--- config.mk ---
export PLATFORM = sky130hd
export DESIGN_NAME = delay_sum_beamformer
export DESIGN_NICKNAME = d
export VERILOG_FILES = /design/src/rtl/delay_sum_beamformer_pkg.sv /design/src/rtl/delay_sum_beamformer_ring.sv /design/src/rtl/delay_sum_beamformer.sv
export SDC_FILE = /design/constraint.sdc
export NUM_CORES = 1
export LEC_CHECK = 0
export ABC_CLOCK_PERIOD_IN_PS = 7100
export BUFFER_PORTS_ARGS = -buffer_cell sky130_fd_sc_hd__buf_2
export CAP_MARGIN = 20
export CORE_UTILIZATION = 56
export DETAILED_ROUTE_END_ITERATION = 10
export PLACE_DENSITY = 0.73
export SYNTH_ARGS = -nofsm -noshare
export SYNTH_HDL_FRONTEND = slang
export SYNTH_SLANG_ARGS = --single-unit
--- constraint.sdc ---
create_clock -name clk -period 7.1 [get_ports clk]
set_clock_uncertainty 0.05 [all_clocks]
set_input_delay 1.065 -clock clk [delete_from_list [all_inputs] [get_ports clk]]
set_output_delay 1.065 -clock clk [all_outputs]
set_load 0.05 [all_outputs]
--- src/rtl/delay_sum_beamformer_pkg.sv ---
// Shared defaults and FSM encoding for the delay-and-sum beamformer.
// Derived widths are recomputed from these defaults.
package delay_sum_beamformer_pkg;

    localparam int DEF_NUM_CHANNELS = 4;
    localparam int DEF_SAMPLE_WIDTH = 16;
    localparam int DEF_BUFFER_DEPTH = 16;
    localparam int DEF_DELAY_WIDTH  = $clog2(DEF_BUFFER_DEPTH);
    localparam int DEF_SUM_WIDTH    = DEF_SAMPLE_WIDTH + $clog2(DEF_NUM_CHANNELS);

    typedef enum logic [0:0] {
        IDLE  = 1'b0,
        ACCUM = 1'b1
    } bf_state_e;

endpackage

--- src/rtl/delay_sum_beamformer_ring.sv ---
// Per-channel sample history.
// Writes are synchronous at wr_ptr_i; reads are combinational at rd_idx_i.
module sample_ring_buffer
    import delay_sum_beamformer_pkg::*;
#(
    parameter int SAMPLE_WIDTH = DEF_SAMPLE_WIDTH,
    parameter int BUFFER_DEPTH = DEF_BUFFER_DEPTH,
    localparam int IDX_W       = $clog2(BUFFER_DEPTH)
) (
    input  logic                    clk,
    input  logic                    we_i,
    input  logic [IDX_W-1:0]        wr_ptr_i,
    input  logic [SAMPLE_WIDTH-1:0] wr_data_i,
    input  logic [IDX_W-1:0]        rd_idx_i,
    output logic [SAMPLE_WIDTH-1:0] rd_data_o
);

    // The contents are not reset; the fill counter in the top masks unwritten slots.
    logic [SAMPLE_WIDTH-1:0] mem_q [BUFFER_DEPTH];

    always_ff @(posedge clk) begin
        if (we_i) begin
            mem_q[wr_ptr_i] <= wr_data_i;
        end
    end

    assign rd_data_o = mem_q[rd_idx_i];

endmodule

--- src/rtl/delay_sum_beamformer.sv ---
// N-channel delay-and-sum beamformer.
// Each accepted frame is summed one channel per cycle through a single adder.
module delay_sum_beamformer
    import delay_sum_beamformer_pkg::*;
#(
    parameter int NUM_CHANNELS = DEF_NUM_CHANNELS,
    parameter int SAMPLE_WIDTH = DEF_SAMPLE_WIDTH,
    parameter int BUFFER_DEPTH = DEF_BUFFER_DEPTH,
    localparam int DELAY_WIDTH = $clog2(BUFFER_DEPTH),
    localparam int SUM_WIDTH   = SAMPLE_WIDTH + $clog2(NUM_CHANNELS),
    localparam int CH_W        = (NUM_CHANNELS > 1) ? $clog2(NUM_CHANNELS) : 1
) (
    input  logic                                 clk,
    input  logic                                 reset,
    input  logic                                 sample_valid,
    input  logic [NUM_CHANNELS*SAMPLE_WIDTH-1:0] sample_in,
    output logic                                 ready,
    input  logic                                 cfg_we,
    input  logic [CH_W-1:0]                      cfg_sel,
    input  logic [DELAY_WIDTH-1:0]               cfg_delay,
    input  logic [NUM_CHANNELS-1:0]              chan_enable,
    input  logic                                 overrun_clr,
    output logic                                 out_valid,
    output logic [SUM_WIDTH-1:0]                 out_sum,
    output logic [SAMPLE_WIDTH-1:0]              out_mean,
    output logic                                 overrun
);

    function automatic logic signed [SUM_WIDTH-1:0] sext(input logic signed [SAMPLE_WIDTH-1:0] s);
        return SUM_WIDTH'(s);
    endfunction

    function automatic logic signed [SAMPLE_WIDTH-1:0] mean_of(input logic signed [SUM_WIDTH-1:0] s);
        logic signed [SUM_WIDTH-1:0] sh;
        sh = s >>> $clog2(NUM_CHANNELS);
        return sh[SAMPLE_WIDTH-1:0];
    endfunction

    bf_state_e state_q, state_d;

    logic [DELAY_WIDTH-1:0]         wr_ptr_q;
    logic [DELAY_WIDTH-1:0]         newest_q;
    logic [DELAY_WIDTH:0]           fill_q;
    logic [DELAY_WIDTH-1:0]         delay_q        [NUM_CHANNELS];
    logic [DELAY_WIDTH-1:0]         shadow_delay_q [NUM_CHANNELS];
    logic [NUM_CHANNELS-1:0]        shadow_en_q;
    logic [CH_W-1:0]                ch_q;
    logic signed [SUM_WIDTH-1:0]    acc_q;
    logic signed [SUM_WIDTH-1:0]    out_sum_q;
    logic signed [SAMPLE_WIDTH-1:0] out_mean_q;
    logic                           out_valid_q;
    logic                           overrun_q;

    logic                           accept;
    logic                           last_ch;
    logic [DELAY_WIDTH-1:0]         cur_delay;
    logic [DELAY_WIDTH-1:0]         rd_idx;
    logic signed [SUM_WIDTH-1:0]    term;
    logic signed [SUM_WIDTH-1:0]    acc_next;
    logic [SAMPLE_WIDTH-1:0]        rd_data [NUM_CHANNELS];

    assign ready   = (state_q == IDLE);
    assign accept  = sample_valid & ready;
    assign last_ch = (ch_q == CH_W'(NUM_CHANNELS - 1));

    // Every buffer reads the same index; only the active channel's word is used.
    assign cur_delay = shadow_delay_q[ch_q];
    assign rd_idx    = newest_q - cur_delay;

    for (genvar g = 0; g < NUM_CHANNELS; g++) begin : g_ring
        sample_ring_buffer #(
            .SAMPLE_WIDTH(SAMPLE_WIDTH),
            .BUFFER_DEPTH(BUFFER_DEPTH)
        ) u_ring (
            .clk      (clk),
            .we_i     (accept),
            .wr_ptr_i (wr_ptr_q),
            .wr_data_i(sample_in[g*SAMPLE_WIDTH +: SAMPLE_WIDTH]),
            .rd_idx_i (rd_idx),
            .rd_data_o(rd_data[g])
        );
    end

    // A delay reaching past the frames written since reset contributes nothing.
    always_comb begin
        term = '0;
        if (shadow_en_q[ch_q] && ({1'b0, cur_delay} < fill_q)) begin
            term = sext(rd_data[ch_q]);
        end
        acc_next = acc_q + term;
    end

    always_comb begin
        state_d = state_q;
        case (state_q)
            IDLE:    if (accept)  state_d = ACCUM;
            ACCUM:   if (last_ch) state_d = IDLE;
            default: state_d = IDLE;
        endcase
    end

    always_ff @(posedge clk) begin
        if (reset) begin
            state_q <= IDLE;
        end else begin
            state_q <= state_d;
        end
    end

    always_ff @(posedge clk) begin
        if (reset) begin
            wr_ptr_q    <= '0;
            fill_q      <= '0;
            out_valid_q <= 1'b0;
            out_sum_q   <= '0;
            out_mean_q  <= '0;
            overrun_q   <= 1'b0;
            for (int c = 0; c < NUM_CHANNELS; c++) begin
                delay_q[c] <= '0;
            end
        end else begin
            out_valid_q <= 1'b0;
            if (cfg_we && (32'(cfg_sel) < NUM_CHANNELS)) begin
                delay_q[cfg_sel] <= cfg_delay;
            end
            if (accept) begin
                wr_ptr_q <= wr_ptr_q + 1'b1;
                if (fill_q != (DELAY_WIDTH+1)'(BUFFER_DEPTH)) begin
                    fill_q <= fill_q + 1'b1;
                end
            end
            if ((state_q == ACCUM) && last_ch) begin
                out_sum_q   <= acc_next;
                out_mean_q  <= mean_of(acc_next);
                out_valid_q <= 1'b1;
            end
            // A drop in the same cycle as a clear leaves the flag set.
            if (sample_valid && !ready) begin
                overrun_q <= 1'b1;
            end else if (overrun_clr) begin
                overrun_q <= 1'b0;
            end
        end
    end

    always_ff @(posedge clk) begin
        if (accept) begin
            newest_q       <= wr_ptr_q;
            shadow_delay_q <= delay_q;
            shadow_en_q    <= chan_enable;
            acc_q          <= '0;
            ch_q           <= '0;
        end else if (state_q == ACCUM) begin
            acc_q <= acc_next;
            ch_q  <= ch_q + 1'b1;
        end
    end

    assign out_valid = out_valid_q;
    assign out_sum   = out_sum_q;
    assign out_mean  = out_mean_q;
    assign overrun   = overrun_q;

endmodule

# Word-level counts from Yosys, hierarchy flattened
# Memories as Yosys holds them, arrays and structs flattened.
# Index checks and enable logic that the tools add are counted.
dict set report classes {
  n_addsub 5
  multipliers 0
  div 0
  order_cmp 5
  n_eq_ne 2
  shifts 0
  muxes 19
  bitwise_logic 4
  reduce_logical 6
}
# cell count
set ops {}
lappend ops {{$bmux 16 s2} 1}
lappend ops {{$mux 16} 2}
lappend ops {{$add 18x18->18} 1}
lappend ops {{$mux 18} 1}
lappend ops {{$bwmux 16} 1}
lappend ops {{$mux 4} 3}
lappend ops {{$bmux 4 s2} 1}
lappend ops {{$demux 4 s2} 1}
lappend ops {{$mux 1} 7}
lappend ops {{$ge 3x3->1 const B} 2}
lappend ops {{$not 2->3} 2}
lappend ops {{$add 5x1->5 const B} 1}
lappend ops {{$lt 4x5->1} 1}
lappend ops {{$ne 5x5->1 const B} 1}
lappend ops {{$add 4x1->4 const B} 1}
lappend ops {{$logic_and 1x1->1} 4}
lappend ops {{$sub 4x4->4} 1}
lappend ops {{$lt 2x3->1 const B} 1}
lappend ops {{$lt 3x1->1 const B} 1}
lappend ops {{$add 2x1->2 const B} 1}
lappend ops {{$bmux 1 s2} 1}
lappend ops {{$eq 2x2->1 const B} 1}
lappend ops {{$pmux 1 s2} 1}
lappend ops {{$reduce_and 2->1} 1}
lappend ops {{other kinds (3)} 3}
dict set report word_totals {
  regBits 106
  latchBits 0
  ram_bits 1024
  mem_bits_ro 0
  in_bits 79
  output_inout_bits 37
  wordCells 64
  mem_count 4
}
# memory depth word_bits read_ports rd_clocked_by_memory_dff wr line
set memory_table {}
lappend memory_table {{g_ring[0].u_ring.mem_q} 16 16 1 0 1 delay_sum_beamformer_ring.sv:19} ;# logic [SAMPLE_WIDTH-1:0] mem_q [BUFFER_DEPTH];
lappend memory_table {{g_ring[1].u_ring.mem_q} 16 16 1 0 1 delay_sum_beamformer_ring.sv:19}
lappend memory_table {{g_ring[2].u_ring.mem_q} 16 16 1 0 1 delay_sum_beamformer_ring.sv:19}
lappend memory_table {{g_ring[3].u_ring.mem_q} 16 16 1 0 1 delay_sum_beamformer_ring.sv:19}

# Longest topological paths before layout
# Gate-level depths: netlist of run 1.
# An unclocked memory read counts as a cell.
dict set report depth {
  depth_word 11
  depth_mapped 25
  mapped_depth_nobuf 20
}

# Modules after synthesis
# A second synthesis of run 1 with hierarchy kept.
dict set report hier_totals {
  hier_cells 2177
  area_unflattened_um2 43939.6
}
# module n_inst cells_per_inst area_each_um2 seq_area_each_um2
set modules_own_cells {}
lappend modules_own_cells {sample_ring_buffer 4 416 9723.1 7687.4}
lappend modules_own_cells {delay_sum_beamformer 1 513 5047.3 2042.0}

# Worst setup path after synthesis of run 1
# OpenSTA, ideal clock, no wires.
dict set report synth_path {
  path_type {input -> register}
  startpoint {input port sample_valid}
  endpoint {memory g_ring[0].u_ring.mem_q[3][0] in the netlist's numbering (enable)}
  setup_ns 0.564
  arrival_ns 6.145
  t_required_ns 6.486
  path_slack_ns 0.341
  path_stages 4
  path_buffers 0
  cell_sequence {nand2_1 > inv_2 > nand2_1 > nor3_1}
}
dict set report synth_between {
  elab_chain_len 3
}
# item line
set synth_lines {}
lappend synth_lines {{from (decl)} delay_sum_beamformer.sv:15} ;# input logic sample_valid,
lappend synth_lines {{$and 1x1->1} delay_sum_beamformer.sv:63} ;# assign accept = sample_valid & ready;
lappend synth_lines {{net accept} delay_sum_beamformer.sv:54} ;# logic accept;
lappend synth_lines {{$mux 1} delay_sum_beamformer_ring.sv:22} ;# if (we_i) begin
lappend synth_lines {{$mux 1 (not written as such)} delay_sum_beamformer_ring.sv:23} ;# mem_q[wr_ptr_i] <= wr_data_i;
lappend synth_lines {{to (decl)} delay_sum_beamformer_ring.sv:19}
# The timed path passes the listed nets, and every way through them passes these cells.

# Worst setup path after layout of run 1
dict set report layout_path {
  startpoint {register ch_q[0]}
  endpoint {register acc_q[16]}
}
dict set report layout_between {
  elab_chain_len 11
  word_cells_on_any_way 18
  classes_between {add/sub (2); order compare (1); mux (9); bitwise (1); reduce/logical (1); memory (4)}
}
# item line
set layout_lines {}
lappend layout_lines {{from (decl)} delay_sum_beamformer.sv:47} ;# logic [CH_W-1:0] ch_q;
lappend layout_lines {{from (signal assigned)} delay_sum_beamformer.sv:155} ;# ch_q <= ch_q + 1'b1;
lappend layout_lines {{$not 2->3 (not written as such)} {delay_sum_beamformer.sv:67, delay_sum_beamformer.sv:88}}
lappend layout_lines {{$bmux 4 s2} delay_sum_beamformer.sv:67} ;# assign cur_delay = shadow_delay_q[ch_q];
lappend layout_lines {{$mux 4 (not written as such) (2 in series)} delay_sum_beamformer.sv:67}
lappend layout_lines {{$sub 4x4->4} delay_sum_beamformer.sv:68} ;# assign rd_idx = newest_q - cur_delay;
lappend layout_lines {{$mem_v2 16x16} n/a}
lappend layout_lines {{$bmux 16 s2} delay_sum_beamformer.sv:88} ;# term = sext(rd_data[ch_q]);
lappend layout_lines {{$mux 16 (not written as such) (2 in series)} delay_sum_beamformer.sv:88}
lappend layout_lines {{$mux 18 *} delay_sum_beamformer.sv:87} ;# if (shadow_en_q[ch_q] && ({1'b0, cur_delay} < fill_q)) begin
lappend layout_lines {{$add 18x18->18 *} delay_sum_beamformer.sv:90} ;# acc_next = acc_q + term;
lappend layout_lines {{to (signal assigned)} delay_sum_beamformer.sv:154} ;# acc_q <= acc_next;
lappend layout_lines {{to (decl)} delay_sum_beamformer.sv:48} ;# logic signed [SUM_WIDTH-1:0] acc_q;
# Mark *: on every way between the ends. The rest lies on a longest branch, timed or not. The select of a mux whose other input is x is not followed.
# A chain may end at the register's enable or synchronous reset.

==> impl_metrics.tcl, run 1 <==
set metrics [dict create \
    status "finished clean" \
    async_reset_ff_frac 0 \
    clkTransAtPathRegs_ps 60 \
    avgSynthCellArea_um2 22.4 \
    intPower_uw 12700 \
    maxClockFrequency_mhz 157 \
    comb_power_share 0.221 \
    synth_area_um2 43400 \
    startpoint_type "register" \
    hp-class "register to register" \
    path_class "register to register" \
    cts_repair_resize_count 0 \
    via_per_inst 6.31 \
    netlist.area_leader.share 0.725 \
    clock-sinks 1114 \
    cap_violations 0 \
    cp_max_fo 54 \
    grt_max_degree 66 \
    whs_ps 383 \
    boundaryPins 116 \
    cp.required_ps 7590 \
    antenna_found_initial 19 \
    timing.rr.start "ch_q[0]$_SDFFE_PP0P_" \
    synth_area_leaders "edfxtp_1 72%, mux4_2 17%, dfxtp_1 3.0%" \
    overflow 0 \
    cts_root_buf "clkbuf_16" \
    pwr-share-seq 0.432 \
    path_cells "mux4_2 -> ha_4 -> inv_1 -> fa_4 -> buf_12 -> mux4_2 -> mux4_2 -> mux4_2 -> nor2b_1 -> ha_1 -> inv_1 -> fa_1 -> nor2b_1 -> o21a_1 -> o21ai_0 -> a21oi_1 -> o22a_1 -> a311oi_1 -> or4_1 -> o311ai_0" \
    cts_max_path_buffers 3 \
    detailed_place_hpwl_um 50900 \
    synth_most_common_cell "edfxtp_1" \
    gr-usage-met2 0.394 \
    grt_pass1_vias 20900 \
    dp_cells 3026 \
    cts_tree "done" \
    worst_path_largest_cell_delay_ps 1020 \
    cts_setup_buffers 0 \
    synth_cell_types 61 \
    clkPwrFrac 0.347 \
    use_met1 0.345 \
    synth.yosys.seq_area_share 0.755 \
    drv_slew 0 \
    wl_per_cell_um 29.2 \
    hp-start "delay_q[1]$_SDFFE_PP0P_" \
    syn_nets 2046 \
    post-route-period-util 0.899 \
    io_buffers 115 \
    track_usage 0.247 \
    peakVddDrop_mv 0.287 \
    leakage_uw 0.0159 \
    drt_wl_total_um 94400 \
    drtAntennaViolNets 0 \
    hold_viol_final 0 \
    gp_congestion 0.807 \
    finalCriticalPeriod_ps 6380 \
    syn_inst 1935 \
    grt_pass1_wl_um 139000 \
    crit_start "ch_q[0]$_SDFFE_PP0P_" \
    synth-seq-cells 1114 \
    core_area_um2 76300 \
    whs_path_depth 0 \
    dieArea_um2 78700 \
    drive_gt1_frac 0.315 \
    die_x_um 280 \
    tns_ps 0 \
    busiest_layer "met2" \
    dominantRegCellSynth "edfxtp_1" \
    p_per_area_nw_per_um2 346 \
    slew_headroom 0.260 \
    p_sw_uw 4370 \
    start_util 0.569 \
    htree_num_levels 3 \
    switching_share 0.257 \
    yosysWarnings 0 \
    reg2reg_depth 20 \
    numCtsBuffers 106 \
    instances_no_fill 3236 \
    setup_viol 0 \
    drc_errors 0 \
    grt_setup_unrepaired "false" \
    syn_to_final_growth_pct 13.3 \
    tightest_slew_ps 1110 \
    critPathArrivalTime_ps 6880 \
    final_nets 2215 \
    drtIter0Drc 1946 \
    grt_use_met3 0.0525 \
    holdBufCountCts 0 \
    num_vias 20400 \
    insertion_delay_ps 690 \
    critPathSlowestCell "fa_4" \
    endpoint_kind "register" \
    yosysTopAreaCell "edfxtp_1" \
    synth_edf_count 1048 \
    die_h_um 280 \
    rows 101 \
    crit_top_cell "mux4_2" \
    first_pass_iters 5 \
    ys_top_cells_by_count "1048 x edfxtp_1, 321 x mux4_2, 68 x nand2_1, 66 x dfxtp_1, 50 x nor2_1" \
]
[path summary, 6_finish.rpt]
check	end	slack, ps
min	shadow_delay_q[1]$_DFFE_PP_	380
max	acc_q[16]$_SDFFE_PP0P_	720
max reg2reg	acc_q[16]$_SDFFE_PP0P_	720
min reg2reg	shadow_delay_q[1]$_DFFE_PP_	380
[critical path: cells and delay by family, from the launching register on]
kind,cells,cell delay (ps)
compound gates,6,1450
fa+ha+maj,4,1610
flops,1,380
buf+inv,3,510
mux,4,1790
simple gates,3,410
[per-layer routing]
metal	up-vias	share of wire
met5	-	0.00073
met4	12	0.024
met3	149	0.086
met2	888	0.48
met1	10900	0.40
li1	8492	-
[registers in the layout, summed over array words and instances, names as in the netlist]
name,count
out_valid,1
newest_q,4
fill_q,5
wr_ptr_q,4
state_q,1
g_ring.u_ring.mem_q,1024
overrun,1
out_sum,18
shadow_delay_q,16
acc_q,18
ch_q,2
shadow_en_q,4
delay_q,16
[per-stage QoR]
stage	cell area (um2)	power (uW)	setup slack, ps	utilization
4_1_cts	49200	17200	749	0.644
3_5_place_dp	45500	11300	748	0.596
3_3_place_gp	45500	11200	882	0.596
2_1_floorplan	43400	10200	341	-
5_1_grt	49200	17600	393	0.644
6_report	49200	17000	716	0.645
[placed cells by master (no fill, tap or decap), drive strengths merged, types with 3 or more instances in the layout]
cell type and instances:
o21a 5, dfxtp 66, inv 21, clkinvlp 14, o31ai 4, xnor2 13
nand3b 3, nor3 7, nand2 68, edfxtp 1048, or3 6, nor2 50
nand3 10, clkbuf 115, o21ai 23, ha 30, nor3b 5, a21o 8
diode 11, bufinv 19, mux2i 30, mux4 336, nand2b 7, nand4 4
o211ai 3, xor2 6, nor2b 17, a311oi 3, a21oi 25, buf 171
clkinv 49
[area by class of cell]
class | count | area [um2]
Sequential cell | 1114 | 32800
Fill cell | 4905 | 27100
Multi-Input combinational cell | 692 | 10100
Clock buffer | 115 | 2730
Tap cell | 1030 | 1290
Timing Repair Buffer | 171 | 1210
Clock inverter | 84 | 965
Inverter | 19 | 71.3
Antenna cell | 11 | 27.5
[logic make-up (layout without fill, tap and decap cells)]
family | count (synthesis) | after routing | synth area share
AOI/OAI and AO/OA | 88 | 88 | 0.0129
muxes | 367 | 367 | 0.183
xor gates and xnor gates | 20 | 20 | 0.00455
and+or+nand+nor | 185 | 185 | 0.0199
DFF | 1114 | 1114 | 0.755
adders and majority gates | 32 | 32 | 0.00957
other | 0 | 11 | 0
buffers and inverters | 129 | 389 | 0.0151
[power by group through the flow]
stage                     Clock [uW]  Sequential [uW]  Combinational (uW)
after floorplan                    0             7490                2690
after global placement             0             7480                3720
after detailed placement           0             7490                3780
after CTS                       5990             7350                3810
after global routing            6230             7360                4010
final                           5920             7350                3770
Power figures use the tool's default switching activity.
==> run 2, diff against run 1 <==
CAP_MARGIN = 40   (was 20)
CORE_ASPECT_RATIO = 1.1   (was not set)
==> run 2 against run 1 <==
- fmax shrank 0.19%
- register-to-register slack is essentially flat
- cell area shrank 0.54%
- utilization shrank 0.40 points
- non-clock buffer count grew 8
- highest routed layer unchanged
- sequential power is essentially flat
- critical path depth shrank 1
- global-route usage grew 0.13 points
==> impl_metrics.tcl, run 2 (synthesized netlist as in run 1, its figures left out) <==
set metrics [dict create \
    endpoint_kind "register" \
    cts_root_buf "clkbuf_16" \
    insertion_delay_ps 680 \
    grt_max_degree 65 \
    grt_setup_unrepaired "false" \
    instances_no_fill 3229 \
    dpl_worst_slack_ps 775 \
    io_buffers 115 \
    maxClockFrequency_mhz 156 \
    wl_per_cell_um 29.1 \
    via_per_inst 6.31 \
    first_pass_iters 7 \
    grt_pass1_wl_um 139000 \
    finalPower_uw 16500 \
    drt_wl_total_um 94100 \
    startpoint_type "register" \
    p_per_area_nw_per_um2 338 \
    clkTransAtPathRegs_ps 60 \
    layout_common_cells "1048 x edfxtp_1, 321 x mux4_2, 115 x buf_2, 105 x clkbuf_16, 68 x nand2_1" \
    core_area_um2 76400 \
    numCtsBuffers 104 \
    die_h_um 294 \
    hp-class "register to register" \
    setup_viol 0 \
    path_class "register to register" \
    clock-sinks 1114 \
    boundaryPins 116 \
    layout_commonest_cell "edfxtp_1" \
    drtIter0Drc 2049 \
    drv_slew 0 \
    cap_violations 0 \
    largest_register_ffs 1024 \
    rows 106 \
    tightest_slew_ps 869 \
    cts_max_path_buffers 3 \
    tns_ps 0 \
    slew_headroom 0.419 \
    post-route-period-util 0.901 \
    hold_viol_final 0 \
    regMostFlops "g_ring.u_ring.mem_q" \
    finalCriticalPeriod_ps 6400 \
    drtAntennaViolNets 0 \
    num_vias 20400 \
    cp.required_ps 7610 \
    grt_pass1_vias 21100 \
    cts_setup_buffers 0 \
    cp_max_fo 42 \
    antenna_found_initial 17 \
    critPathArrivalTime_ps 6900 \
    htree_num_levels 3 \
    detailed_place_hpwl_um 52300 \
    cts_tree "done" \
    cts_repair_resize_count 0 \
    fin_ws_ps 703 \
    syn_to_final_growth_pct 12.7 \
    track_usage 0.248 \
    overflow 0 \
    status "finished clean" \
    drc_errors 0 \
    die_x_um 268 \
    gp_congestion 0.827 \
    final_nets 2221 \
    start_util 0.568 \
    dieArea_um2 78700 \
    peakVddDrop_mv 0.227 \
    dp_cells 3029 \
    holdBufCountCts 0 \
    leakage_uw 0.0158 \
    drive_gt1_frac 0.308 \
]
## run 2: cell types whose count changed in the layout (fill, tap and decap cells not counted), sizes merged
cell,previous run,this run
clkbuf,115,136
bufinv,19,7
clkinvlp,14,5
buf,171,179
clkinv,49,44
diode,11,6
inv,21,20
## run 2: path summary, 6_finish.rpt
path	startpoint	to	slack (ps)	cells past startpoint
max	ch_q[0]$_SDFFE_PP0P_	acc_q[16]$_SDFFE_PP0P_	700	19
min reg2reg	delay_q[13]$_SDFFE_PP0P_	shadow_delay_q[13]$_DFFE_PP_	380	0
min	delay_q[13]$_SDFFE_PP0P_	shadow_delay_q[13]$_DFFE_PP_	380	0
max reg2reg	ch_q[0]$_SDFFE_PP0P_	acc_q[16]$_SDFFE_PP0P_	700	19
## run 2: critical path, cell delays in order, from the launching register on
cell	delay (ps)
dfxtp_4	380
mux4_2	390
ha_4	130
inv_1	60
fa_4	850
buf_12	270
buf_4	380
mux4_2	360
mux4_2	460
mux4_2	540
nor2b_1	170
ha_1	350
nor2b_1	160
o21a_1	140
o21ai_0	120
a21oi_1	400
o22a_1	270
a311oi_1	150
or4_1	490
o311ai_0	110
## run 2: layout make-up
type	instances	area, um2
multi-input combinational	692	10100
tap	1026	1280
clock buffer	136	2780
fill	4920	27500
timing repair buffer	179	1340
antenna	6	15.0
clock inverter	57	524
inverter	19	71.3
sequential	1114	32800
## run 2: per-layer routing
metal	global-route usage	vias to the layer above	routed length [um]
met4	0.0966	14	2670
li1	-	8482	-
met2	0.404	929	47100
met1	0.332	10800	36700
met3	0.0510	161	7600
met5	0	-	93
## run 2: through the flow
stage	utilization	hold WS, ps	area, um2
after detailed placement	0.597	372	45600
after global placement	0.595	363	45500
final	0.641	379	48900
after global routing	0.640	393	48900
after floorplan	-	356	43400
after CTS	0.640	381	48900
## run 2: power by group
| part | internal [uW] | switching [uW] |
|---|---|---|
| Clock | 3030 | 2350 |
| Combinational | 1910 | 1900 |
| Sequential | 7300 | 49.6 |
| Total | 12200 | 4300 |
